`src/rtl/game_state_if.sv`:
```
//------------------------------------------------------------------------------
// game_state_if : frame/collision inputs and game status outputs for game_state
// Revision: 1.0
//------------------------------------------------------------------------------
`default_nettype none

interface game_state_if;
    logic       frame_tick;
    logic       start;
    logic       death_collision;
    logic       win_collision;
    logic [3:0] current_level;
    logic [1:0] lives;
    logic       respawn;
    logic       freeze;
    logic [2:0] state;

    modport master (
        output frame_tick, start, death_collision, win_collision,
        input  current_level, lives, respawn, freeze, state
    );

    modport slave (
        input  frame_tick, start, death_collision, win_collision,
        output current_level, lives, respawn, freeze, state
    );
endinterface

`default_nettype wire

```
`src/rtl/game_state.sv`:
```
//------------------------------------------------------------------------------
// game_state : lives/level/phase controller for a frog-crossing game
// Revision: 1.0
//------------------------------------------------------------------------------
`default_nettype none

module game_state #(
    parameter int START_LIVES  = 3,
    parameter int MAX_LEVEL    = 9,
    parameter int DEATH_FRAMES = 30,
    parameter int WIN_FRAMES   = 30
) (
    input  logic         clk,
    input  logic         reset,
    game_state_if.slave  bus
);

    typedef enum logic [2:0] {
        IDLE      = 3'd0,
        PLAY      = 3'd1,
        DYING     = 3'd2,
        LEVEL_UP  = 3'd3,
        GAME_OVER = 3'd4,
        VICTORY   = 3'd5
    } state_t;

    localparam logic [1:0] LIVES_INIT = 2'(START_LIVES);
    localparam logic [3:0] LEVEL_MAX  = 4'(MAX_LEVEL);
    localparam logic [5:0] DEATH_LAST = 6'(DEATH_FRAMES - 1);
    localparam logic [5:0] WIN_LAST   = 6'(WIN_FRAMES - 1);

    state_t     state_reg,   state_next;
    logic [3:0] level_reg,   level_next;
    logic [1:0] lives_reg,   lives_next;
    logic       respawn_reg, respawn_next;
    logic       freeze_reg,  freeze_next;
    logic       armed,       armed_next;
    logic [5:0] frame_cnt,   cnt_next;
    logic       new_game;

    always_ff @(posedge clk or posedge reset) begin
        if (reset) begin
            state_reg   <= IDLE;
            level_reg   <= 4'd0;
            lives_reg   <= LIVES_INIT;
            respawn_reg <= 1'b0;
            freeze_reg  <= 1'b1;
            armed       <= 1'b0;
            frame_cnt   <= 6'd0;
        end else begin
            state_reg   <= state_next;
            level_reg   <= level_next;
            lives_reg   <= lives_next;
            respawn_reg <= respawn_next;
            freeze_reg  <= freeze_next;
            armed       <= armed_next;
            frame_cnt   <= cnt_next;
        end
    end

    always_comb begin
        state_next   = state_reg;
        level_next   = level_reg;
        lives_next   = lives_reg;
        respawn_next = 1'b0;
        armed_next   = armed;
        cnt_next     = frame_cnt;
        new_game     = 1'b0;

        case (state_reg)
            IDLE, GAME_OVER, VICTORY: begin
                if (bus.start) new_game = 1'b1;
            end
            PLAY: begin
                // Win outranks death when both collide on the same cycle
                if (armed) begin
                    if (bus.win_collision) begin
                        state_next = LEVEL_UP;
                        cnt_next   = 6'd0;
                    end else if (bus.death_collision) begin
                        state_next = DYING;
                        cnt_next   = 6'd0;
                        if (lives_reg != 2'd0) lives_next = lives_reg - 2'd1;
                    end
                end
            end
            DYING: begin
                if (bus.frame_tick) begin
                    if (frame_cnt == DEATH_LAST) begin
                        if (lives_reg == 2'd0) begin
                            state_next = GAME_OVER;
                            level_next = 4'd0;
                        end else begin
                            state_next   = PLAY;
                            respawn_next = 1'b1;
                        end
                    end else begin
                        cnt_next = frame_cnt + 6'd1;
                    end
                end
            end
            LEVEL_UP: begin
                if (bus.frame_tick) begin
                    if (frame_cnt == WIN_LAST) begin
                        if (level_reg < LEVEL_MAX) begin
                            level_next   = level_reg + 4'd1;
                            state_next   = PLAY;
                            respawn_next = 1'b1;
                        end else begin
                            state_next = VICTORY;
                        end
                    end else begin
                        cnt_next = frame_cnt + 6'd1;
                    end
                end
            end
            default: begin
                state_next = IDLE;
                level_next = 4'd0;
            end
        endcase

        if (new_game) begin
            state_next   = PLAY;
            level_next   = 4'd1;
            lives_next   = LIVES_INIT;
            respawn_next = 1'b1;
        end

        // Collisions stay masked until a frame has passed at the new position
        if (respawn_next)
            armed_next = 1'b0;
        else if (bus.frame_tick && !respawn_reg)
            armed_next = 1'b1;

        freeze_next = (state_next != PLAY);
    end

    assign bus.state         = state_reg;
    assign bus.current_level = level_reg;
    assign bus.lives         = lives_reg;
    assign bus.respawn       = respawn_reg;
    assign bus.freeze        = freeze_reg;

endmodule

`default_nettype wire

```
`src/flat_wrapper.sv`:
```
// flat-port wrapper written by rule: the top's interface ports become plain ports
module game_state_flat 
#(
    parameter int START_LIVES  = 3,
    parameter int MAX_LEVEL    = 9,
    parameter int DEATH_FRAMES = 30,
    parameter int WIN_FRAMES   = 30
)
  (clk, reset, bus_frame_tick, bus_start, bus_death_collision, bus_win_collision, bus_current_level, bus_lives, bus_respawn, bus_freeze, bus_state);
  game_state_if bus_i ();
  input  logic clk;
  input  logic reset;
  input wire logic [$bits(bus_i.frame_tick)-1:0] bus_frame_tick;
  input wire logic [$bits(bus_i.start)-1:0] bus_start;
  input wire logic [$bits(bus_i.death_collision)-1:0] bus_death_collision;
  input wire logic [$bits(bus_i.win_collision)-1:0] bus_win_collision;
  output wire logic [$bits(bus_i.current_level)-1:0] bus_current_level;
  output wire logic [$bits(bus_i.lives)-1:0] bus_lives;
  output wire logic [$bits(bus_i.respawn)-1:0] bus_respawn;
  output wire logic [$bits(bus_i.freeze)-1:0] bus_freeze;
  output wire logic [$bits(bus_i.state)-1:0] bus_state;
  assign bus_i.frame_tick = bus_frame_tick;
  assign bus_i.start = bus_start;
  assign bus_i.death_collision = bus_death_collision;
  assign bus_i.win_collision = bus_win_collision;
  assign bus_current_level = bus_i.current_level;
  assign bus_lives = bus_i.lives;
  assign bus_respawn = bus_i.respawn;
  assign bus_freeze = bus_i.freeze;
  assign bus_state = bus_i.state;
  game_state #(.START_LIVES(START_LIVES), .MAX_LEVEL(MAX_LEVEL), .DEATH_FRAMES(DEATH_FRAMES), .WIN_FRAMES(WIN_FRAMES)) u_core (.clk(clk), .reset(reset), .bus(bus_i));
endmodule
```
`config.mk`:
```
export PLATFORM = sky130hd
export DESIGN_NAME = game_state_flat
export DESIGN_NICKNAME = d
export VERILOG_FILES = /design/src/rtl/game_state_if.sv /design/src/rtl/game_state.sv /design/src/flat_wrapper.sv
export SDC_FILE = /design/constraint.sdc
export NUM_CORES = 1
export LEC_CHECK = 0
export ABC_AREA = 1
export BUFFER_PORTS_ARGS = -buffer_cell sky130_fd_sc_hd__buf_4
export CORE_MARGIN = 4
export CORE_UTILIZATION = 40
export DETAILED_ROUTE_END_ITERATION = 6
export SETUP_SLACK_MARGIN = 0.4
export SYNTH_ARGS = -nofsm -noshare
export SYNTH_HDL_FRONTEND = slang
export SYNTH_SLANG_ARGS = --single-unit
```
`constraint.sdc`:
```
create_clock -name clk -period 1.8 [get_ports clk]
set_input_delay 0.18 -clock clk [delete_from_list [all_inputs] [get_ports clk]]
set_output_delay 0.18 -clock clk [all_outputs]
set_load 0.05 [all_outputs]
```
==> results.md, run 1 <==
* Initial antenna violation count at 0
* Routed len/inst at 12.9 um
* Max Buffers Root-to-Sink at 2
* Sequential-to-total area share from yosys stat at 0.390
* Area grow syn2layout at 42.1%
* Status: finished with violations
* DRT Pass-1 Iters at 4
* Tcrit/Tclk final at 0.789
* Core Region at 0.00278 mm2
* Pre-CTS setup slack at 0.258 ns
* Leak pwr at 0.856 nW
* Int Pwr at 1.21 mW
* Die height at 62.0 um
* Via count at 1158
* Number of global-route vias before repair at 1046
* 1st-iter DRT viols at 52
* Worst Tran Pin Value at 0.702 ns
* Root Driver: clkbuf_4
* Num CTS Buffers at 3
* Hold_ws at -0.0235 ns
* Reg power frac at 0.268
* Max-slew violations at 0
* Final Total Pwr at 2.39 mW
* Clock latency on the worst-skew pair at 0.30 ns
* RSZ-0062 raised after global routing: yes
* Layout Skew at 0.00854 ns
* CTS Hold Bufs at 0
* Largest net degree at the start of global routing at 19
* # H-tree levels at 1
* Final global-route overflow total at 0
* Total negative slack at 0 ns
* Layout net count at 211
* Global-route usage over all layers at 0.166
* Maximum fanout along the worst path at 7
* Yosys cell types at 22
* Crit Path Class: flop to flop
* Startpoint types: flop
* Hold/Removal Path Class: input pin to asynchronous set/reset pin
* Cells after DPL at 208
* # fillers at 250
* Max FFs per register at 6
* Post-Route WL at 2.96 mm
* Buffers on Ports at 16
* Sw Share at 0.494
* GR met3 Demand/Resource at 0.0269
* Setup crit end kind: flop
* Finished Layout Cells at 230
* Grt met2 use at 0.256
* Row count at 19
* GRT busiest layer: met2
* Max-cap violations at 0
* DR DRC count at 0
* PD cells at 1440 mW/mm2
* Initial Util at 0.419
* Worst-path clk slew at 0.11 ns
* Achievable Freq at 704 MHz
* CTS sink cnt at 18
* Synthesized flop and latch total at 18
* Vias per std cell at 5.03
* ANT nets after route at 0
* Synth warnings at 0
* Share of layout cells above drive strength 1 at 0.457
* Fin. Hold Viols at 15
* Fin crit period at 1.42 ns
* Failing checks: hold timing
* # IOs at 17
* Antenna Cells at 0
* Register Area at 463 um2
* Placer Congestion at 0.819
* CTS tree: yes
* First-pass GRT wire length at 4.73 mm
* PnR worst setup slack at 0.380 ns
* Die Area at 0.00384 mm2
* Area of the multi-input gates at 773 um2
* Req. time, crit path at 2.04 ns
* Met1 usage at 0.228
* Post-Syn Instances at 161
* Syn Area/Cell at 7.24 um2
* Mapped Nets at 172
* Reg2reg path depth at 8
* Final Setup Violations at 0
* Chip Width at 62.0 um
* Logic pwr share at 0.640
* Arrival @ worst endpoint at 1.66 ns
* Mapped cell area at 0.00116 mm2
* Slew HR at 0.531
* Net switching power at 1.18 mW
* Peak VDD IR at 1170 uV
* HPWL after DPL at 1.98 mm
* Clock Power Share at 0.092
* Commonest cells after routing, fill and taps aside: nand2_1 (34), buf_4 (34), inv_1 (16)
==> synth_stat cells <==
cell type,instances,area share
ha_1,5,0.054
nor3_1,1,0.0043
dfrtp_1,15,0.32
a21boi_4,1,0.016
nor2_1,16,0.052
nor2_4,1,0.0097
inv_1,20,0.064
inv_2,5,0.016
nor2_2,2,0.011
o21ai_0,7,0.030
nand2_2,2,0.011
nand3_1,16,0.069
nand4_1,2,0.011
nand3b_1,1,0.0064
nand3_2,3,0.026
o21ai_1,6,0.026
a21oi_1,7,0.030
xor2_1,3,0.023
dfstp_2,3,0.068
xnor2_1,1,0.0075
a22oi_1,1,0.0064
nand2_1,43,0.14
==> worst max-delay path: stages (launching register included) <==
cell and delay [ns]:
dfrtp_4 0.55, inv_6 0.10, nand2_2 0.06, nand2_2 0.09, nand2_4 0.10, a21boi_4 0.16
buf_4 0.15, nand3_1 0.07, nand2_1 0.07
==> per-layer routing <==
metal	vias up	part of all wire
met5	-	0
met4	0	0.016
met3	5	0.044
met2	29	0.49
met1	532	0.45
li1	592	-
==> path summary, 6_finish.rpt <==
path / startpoint / end / slack (ns)
min in group clk: bus_win_collision / u_core.bus.lives[1]$_DFFE_PP1P_ / 0.15
hold reg to reg: u_core.bus.current_level[3]$_DFFE_PP0P_ / u_core.bus.current_level[3]$_DFFE_PP0P_ / 0.51
setup reg to reg: u_core.bus.state[1]$_DFF_PP0_ / u_core.bus.current_level[0]$_DFFE_PP0P_ / 0.38
setup / recovery: u_core.bus.state[1]$_DFF_PP0_ / u_core.bus.current_level[0]$_DFFE_PP0P_ / 0.38
max in group asynchronous: reset / u_core.bus.state[1]$_DFF_PP0_ / 1.31
hold / removal: reset / u_core.frame_cnt[1]$_DFFE_PP0P_ / -0.02
==> logic make-up (layout without fill, tap and decap cells) <==
logic type / Yosys count / count (layout) / share of synthesized area
compound gates: 22 / 22 / 0.108
xor+xnor: 4 / 4 / 0.0301
fa+ha+maj: 5 / 5 / 0.0537
buf+inv: 25 / 63 / 0.0806
flops: 18 / 18 / 0.390
simple gates: 87 / 87 / 0.337
==> what timing repair did <==
item / 4_1_cts / 5_1_grt
endpoints found under the setup margin: 15 / 17
gates resized for setup: 11 / 24
pin swaps: 6 / 17
setup buffers: 7 / 11
==> final cells by class <==
| cell class | count | area share |
|---|---|---|
| repair buffers | 34 | 0.154 |
| flip-flops and latches | 18 | 0.280 |
| inverters | 25 | 0.0597 |
| well taps | 31 | 0.0234 |
| multi-input cells | 118 | 0.467 |
| clock buffers | 4 | 0.0159 |
==> through the flow <==
stage | hold WS (ns) | util | instance area, um2
floorplan | 0.116 | - | 1210
detailed placement | 0.347 | 0.493 | 1370
finish | -0.0235 | 0.595 | 1660
global placement | 0.327 | 0.493 | 1370
CTS | 0.0102 | 0.537 | 1490
global route | 0.0349 | 0.595 | 1660
==> power by group through the flow <==
stage / sequential [mW] / combinational (mW) / clock, mW
after global placement: 0.683 / 1.09 / 0
after global routing: 0.657 / 1.67 / 0.250
after detailed placement: 0.690 / 1.10 / 0
final: 0.639 / 1.53 / 0.219
after CTS: 0.656 / 1.30 / 0.228
after floorplan: 0.911 / 0.598 / 0
(Power assumes the default switching activity.)
==> inputs of run 2 (changes only) <==
==> constraint.sdc (replaced) <==
create_clock -name clk -period 1.5 [get_ports clk]
set_input_delay 0.15 -clock clk [delete_from_list [all_inputs] [get_ports clk]]
set_output_delay 0.15 -clock clk [all_outputs]
set_load 0.05 [all_outputs]
==> run 2 against run 1 <==
  * The flow now finishes without violations
  * Combinational power increased by 50%
  * Global-route usage increased by 3.2 points
  * Cell count increased by 6.1%
  * Count of clock-buffer cells in the layout unchanged
  * Critical endpoint is now u_core.bus.current_level[1]$_DFFE_PP0P_
==> results.md, run 2 (synthesis results as in run 1) <==
* Max Buffers Root-to-Sink at 2 (unchanged)
* Global-route usage over all layers at 0.199 (was 0.166)
* HPWL after DPL at 2.06 mm (was 1.98 mm)
* Placer Congestion at 0.881 (was 0.819)
* Num CTS Buffers at 3 (unchanged)
* Fin crit period at 1.43 ns (was 1.42 ns)
* Arrival @ worst endpoint at 1.62 ns (was 1.66 ns)
* Post-Route WL at 3.41 mm (was 2.96 mm)
* ANT nets after route at 0 (unchanged)
* Crit Path Class: flop to flop (unchanged)
* Root Driver: clkbuf_4 (unchanged)
* Antenna Cells at 0 (unchanged)
* DRT Pass-1 Iters at 4 (unchanged)
* Largest net degree at the start of global routing at 11 (was 19)
* Sw Share at 0.467 (was 0.494)
* Slew HR at 0.769 (was 0.531)
* Initial Util at 0.419 (unchanged)
* Peak VDD IR at 1460 uV (was 1170 uV)
* Total negative slack at 0 ns (unchanged)
* DR DRC count at 0 (unchanged)
* Die height at 62.0 um (unchanged)
* # H-tree levels at 1 (unchanged)
* Int Pwr at 1.81 mW (was 1.21 mW)
* Maximum fanout along the worst path at 6 (was 7)
* Setup crit end kind: flop (unchanged)
* Initial antenna violation count at 0 (unchanged)
* Clock latency on the worst-skew pair at 0.30 ns (about the same)
* Layout Skew at 0.00131 ns (was 0.00854 ns)
* 1st-iter DRT viols at 42 (was 52)
* Number of global-route vias before repair at 1213 (was 1046)
* Leak pwr at 0.978 nW (was 0.856 nW)
* Die Area at 0.00384 mm2 (unchanged)
* Max FFs per register at 6 (unchanged)
* Core Region at 0.00278 mm2 (unchanged)
* Worst-path clk slew at 0.10 ns (was 0.11 ns)
* Hold/Removal Path Class: input pin to flop (was input pin to asynchronous set/reset pin)
* Routed len/inst at 14.0 um (was 12.9 um)
* Worst Tran Pin Value at 0.345 ns (was 0.702 ns)
* PD cells at 1770 mW/mm2 (was 1440 mW/mm2)
* # fillers at 220 (was 250)
* Row count at 19 (unchanged)
* Fin. Hold Viols at 0 (was 15)
* # IOs at 17 (unchanged)
* CTS tree: yes (unchanged)
* Final Setup Violations at 0 (unchanged)
* Clock Power Share at 0.089 (was 0.092)
* Net switching power at 1.58 mW (was 1.18 mW)
* Chip Width at 62.0 um (unchanged)
* RSZ-0062 raised after global routing: yes (unchanged)
* Achievable Freq at 702 MHz (was 704 MHz)
* Buffers on Ports at 16 (unchanged)
* Max-slew violations at 0 (unchanged)
* Leading cell type in the layout, fill and taps excluded: nand2_1
* Layout net count at 225 (was 211)
* Via count at 1242 (was 1158)
* Reg power frac at 0.237 (was 0.268)
* Area grow syn2layout at 64.1% (was 42.1%)
* Share of layout cells above drive strength 1 at 0.531 (was 0.457)
* Req. time, crit path at 1.69 ns (was 2.04 ns)
* First-pass GRT wire length at 5.60 mm (was 4.73 mm)
* Vias per std cell at 5.09 (was 5.03)
* End-of-flow core utilization at 0.687 (was 0.595)
* CTS sink cnt at 18 (unchanged)
* Status: complete, no violations (was finished with violations)
* Startpoint types: flop (unchanged)
* Logic pwr share at 0.674 (was 0.640)
* Max-cap violations at 0 (unchanged)
* Commonest cells after routing, fill and taps aside: nand2_1 (32), buf_4 (29), inv_1 (14) (was nand2_1 (34), buf_4 (34), inv_1 (16))
* Final global-route overflow total at 0 (unchanged)
* Tcrit/Tclk final at 0.950 (was 0.789)
-- run 2: changes by cell type in the layout (fill, tap and decap cells not counted), sizes merged --
cell / before / now
buf: 34 / 47
dlygate4sd3: 0 / 1
-- run 2: timing repair --
action / CTS / global route
endpoints found under the setup margin: 27 / 27
hold buffers: 1 / 0
buffers inserted: 22 / 5
endpoints found under the hold margin: 5 / 0
gates cloned: 0 / 0
resized for setup: 44 / 18
pin swaps: 18 / 18
-- run 2: path summary, 6_finish.rpt --
| kind | endpoint | slack (ns) | depth (start not counted) | from |
|---|---|---|---|---|
| setup / recovery | u_core.bus.current_level[1]$_DFFE_PP0P_ | 0.07 | 8 | u_core.bus.state[2]$_DFF_PP0_ |
| hold / removal | u_core.bus.lives[1]$_DFFE_PP1P_ | 0.15 | 4 | bus_win_collision |
| setup reg to reg | u_core.bus.current_level[1]$_DFFE_PP0P_ | 0.07 | 8 | u_core.bus.state[2]$_DFF_PP0_ |
| hold reg to reg | u_core.bus.current_level[3]$_DFFE_PP0P_ | 0.50 | 2 | u_core.bus.current_level[3]$_DFFE_PP0P_ |
| max in group asynchronous | u_core.bus.current_level[0]$_DFFE_PP0P_ | 0.66 | 4 | reset |
| min in group asynchronous | u_core.bus.state[1]$_DFF_PP0_ | 0.37 | 3 | reset |
-- run 2: area by class of cell --
| class | count | area, um2 | area share |
|---|---|---|---|
| Timing Repair Buffer | 48 | 453 | 0.237 |
| Sequential cell | 18 | 464 | 0.243 |
| Inverter | 25 | 101 | 0.0530 |
| Tap cell | 31 | 38.8 | 0.0203 |
| Clock buffer | 4 | 36.3 | 0.0190 |
| Multi-Input combinational cell | 118 | 818 | 0.428 |
-- run 2: per-layer routing --
layer	share of wire	up-vias	wire length, um	GRT usage
li1	-	620	-	-
met1	0.44	583	1490	0.263
met2	0.51	31	1740	0.330
met3	0.033	8	112	0.0269
met4	0.021	0	70	0.0697
met5	0	-	0	0
-- run 2: per-stage QoR --
step / cell area [um2] / power [mW] / setup WS [ns] / hold slack [ns] / instances
final: 1910 / 3.39 / 0.0748 / 0.150 / 244
after global routing: 1910 / 3.60 / -0.0137 / 0.164 / 244
after CTS: 1810 / 3.12 / 0.147 / 0.112 / 239
after detailed placement: 1420 / 2.21 / 0.0353 / 0.137 / 212
after global placement: 1420 / 2.19 / 0.0972 / 0.131 / 212
after floorplan: 1230 / 1.84 / 0.0450 / 0.0861 / 161
-- run 2: power groups by stage --
stage	combinational [mW]	sequential, mW	clock (mW)
final	2.29	0.803	0.302
after global routing	2.45	0.820	0.338
after CTS	2.01	0.792	0.316
after detailed placement	1.40	0.805	0
after global placement	1.39	0.799	0
after floorplan	0.743	1.10	0
-- run 2: worst max-delay path: stages, from the launching register on --
cell,delay (ns)
dfrtp_2,0.48
inv_2,0.12
nand3_2,0.16
inv_2,0.13
nand2_1,0.08
o21ai_0,0.12
nor2_2,0.09
nand3_1,0.08
nand2_1,0.07
==> inputs of run 3 (changes only) <==
==> constraint.sdc (replaced) <==
create_clock -name clk -period 1.5 [get_ports clk]
set_input_delay 0.225 -clock clk [delete_from_list [all_inputs] [get_ports clk]]
set_output_delay 0.225 -clock clk [all_outputs]
set_load 0.05 [all_outputs]
==> run 3 against run 2 <==
  * Utilization increased by 0.22 points
  * Worst hold slack improved by 0.056 ns
  * Critical path depth down 5
  * Count of clock-buffer cells in the layout stayed put
  * Global-route usage shrank 1.2 points
  * Clock skew grew 0.00085 ns
  * Fmax is 2.4% higher
  * Via count grew 1.0%
  * Highest routed layer unchanged
==> results.md, run 3 (synthesis results as in run 1) <==
* Antenna Cells at 0 (unchanged)
* Arrival @ worst endpoint at 1.17 ns (was 1.62 ns)
* Maximum fanout along the worst path at 5 (was 6)
* CTS tree: yes (unchanged)
* Number of global-route vias before repair at 1167 (was 1213)
* Max Buffers Root-to-Sink at 2 (unchanged)
* Max FFs per register at 6 (unchanged)
* Setup crit end kind: output port (was flop)
* Placer Congestion at 0.881 (unchanged)
* Slowest stage cell, crit path: dfrtp_2 (unchanged)
* Startpoint types: flop (unchanged)
* Hold_ws at 0.205 ns (was 0.150 ns)
* Top Family by Delay on Critical Path: flip-flops (unchanged)
* Final Setup Violations at 0 (unchanged)
* Die Area at 0.00384 mm2 (unchanged)
* RSZ-0062 raised after global routing: yes (unchanged)
* Reg2reg path depth at 8 (unchanged)
* CP most frequent cell: buf_6
* Worst-path clk slew at 0.10 ns (about the same)
* Post-Route WL at 3.29 mm (was 3.41 mm)
* Commonest cells after routing, fill and taps aside: nand2_1 (32), buf_4 (29), buf_6 (14) (was nand2_1 (32), buf_4 (29), inv_1 (14))
* Cell area after layout at 0.00192 mm2 (was 0.00191 mm2)
* First-pass GRT wire length at 5.25 mm (was 5.60 mm)
* Root Driver: clkbuf_4 (unchanged)
* Row count at 19 (unchanged)
* Vias per std cell at 5.14 (was 5.09)
* Via count at 1255 (was 1242)
* Core Region at 0.00278 mm2 (unchanged)
* Layout Skew at 0.00216 ns (was 0.00131 ns)
* Max-cap violations at 0 (unchanged)
* Stages on the worst setup path at 3 (was 8)
* Initial antenna violation count at 0 (unchanged)
* DRT Pass-1 Iters at 4 (unchanged)
* Layout net count at 225 (unchanged)
* Final global-route overflow total at 0 (unchanged)
* Leading cell type in the layout, fill and taps excluded: nand2_1 (unchanged)
* Leak pwr at 0.970 nW (was 0.978 nW)
* Achievable Freq at 719 MHz (was 702 MHz)
* ANT nets after route at 0 (unchanged)
* Initial Util at 0.419 (unchanged)
* Crit Path Class: flop to output port (was flop to flop)
* 1st-iter DRT viols at 37 (was 42)
* PD cells at 1730 mW/mm2 (was 1770 mW/mm2)
* Total negative slack at 0 ns (unchanged)
* Largest net degree at the start of global routing at 11 (unchanged)
* Crit path buf inv count at 3 (was 2)
* Final Total Pwr at 3.33 mW (was 3.39 mW)
* Fin crit period at 1.39 ns (was 1.43 ns)
* Chip Width at 62.0 um (unchanged)
* Hold Path Stages at 4 (unchanged)
* Worst path max stage delay at 0.48 ns (about the same)
* Hold/Removal Path Class: input pin to flop (unchanged)
* Status: complete, no violations (unchanged)
* Slew HR at 0.774 (was 0.769)
* Routed len/inst at 13.5 um (was 14.0 um)
* Area grow syn2layout at 64.7% (was 64.1%)
* # fillers at 216 (was 220)
* # H-tree levels at 1 (unchanged)
* HPWL after DPL at 2.06 mm (unchanged)
* Num CTS Buffers at 3 (unchanged)
* Share of layout cells above drive strength 1 at 0.545 (was 0.531)
* Tcrit/Tclk final at 0.928 (was 0.950)
* Crit-path cells: buf_6, buf_6, buf_8 (was inv_2, nand3_2, inv_2, nand2_1, o21ai_0, nor2_2, nand3_1, nand2_1)
* Max-slew violations at 0 (unchanged)
* Req. time, crit path at 1.27 ns (was 1.69 ns)
* Placed Instance Area at 0.00142 mm2 (unchanged)
* Buffers on Ports at 16 (unchanged)
* Clock latency on the worst-skew pair at 0.30 ns (about the same)
* Worst Tran Pin Value at 0.339 ns (was 0.345 ns)
* Peak VDD IR at 1470 uV (was 1460 uV)
* DR DRC count at 0 (unchanged)
* CTS sink cnt at 18 (unchanged)
* # IOs at 17 (unchanged)
* Fin. Hold Viols at 0 (unchanged)
* Global-route usage over all layers at 0.186 (was 0.199)
* Die height at 62.0 um (unchanged)
run 3: layer usage:
| metal | GRT usage | routed length [um] |
|---|---|---|
| met1 | 0.250 | 1480 |
| met3 | 0.0331 | 144 |
| met4 | 0.0667 | 49 |
| met2 | 0.299 | 1620 |
| met5 | 0 | 0 |
run 3: final cells by class:
type / count / area, um2 / share of cell area
timing repair buffer: 48 / 445 / 0.232
tap: 31 / 38.8 / 0.0202
sequential: 18 / 464 / 0.242
clock buffer: 4 / 36.3 / 0.0189
multi-input combinational: 118 / 827 / 0.431
inverter: 25 / 106 / 0.0554
run 3: power by group:
part / internal [mW] / leakage (nW) / switching, mW / total, mW
clock: 0.148 / 0.0210 / 0.158 / 0.307
combinational: 0.962 / 0.726 / 1.23 / 2.19
sequential: 0.650 / 0.224 / 0.176 / 0.826
run 3: final timing paths:
path | from | end | slack (ns)
setup / recovery | u_core.bus.state[2]$_DFF_PP0_ | bus_state[2] | 0.11
hold reg to reg | u_core.bus.current_level[3]$_DFFE_PP0P_ | u_core.bus.current_level[3]$_DFFE_PP0P_ | 0.52
min in group asynchronous | reset | u_core.bus.state[1]$_DFF_PP0_ | 0.43
setup reg to reg | u_core.bus.state[1]$_DFF_PP0_ | u_core.bus.freeze$_DFF_PP1_ | 0.12
max in group asynchronous | reset | u_core.bus.current_level[0]$_DFFE_PP0P_ | 0.60
hold / removal | bus_win_collision | u_core.bus.lives[1]$_DFFE_PP1P_ | 0.21
run 3: repair_timing:
item / 4_1_cts / 5_1_grt
setup buffers: 22 / 5
hold endpoints to repair: 5 / 0
gates resized for setup: 38 / 27
pin swaps: 16 / 13
hold buffers: 1 / 0
setup endpoints to repair: 29 / 29
run 3: worst min-delay path, cell delays in order:
cell     delay [ns]
buf_4          0.09
nor3_2         0.04
nand2_2        0.09
o21ai_1        0.07
run 3: metrics by stage:
stage	instances	utilization	setup WS, ns
after floorplan	161	-	0.0450
after global placement	212	0.511	0.0972
after detailed placement	212	0.511	0.0353
after CTS	239	0.643	0.145
after global routing	244	0.690	0.0504
final	244	0.690	0.108
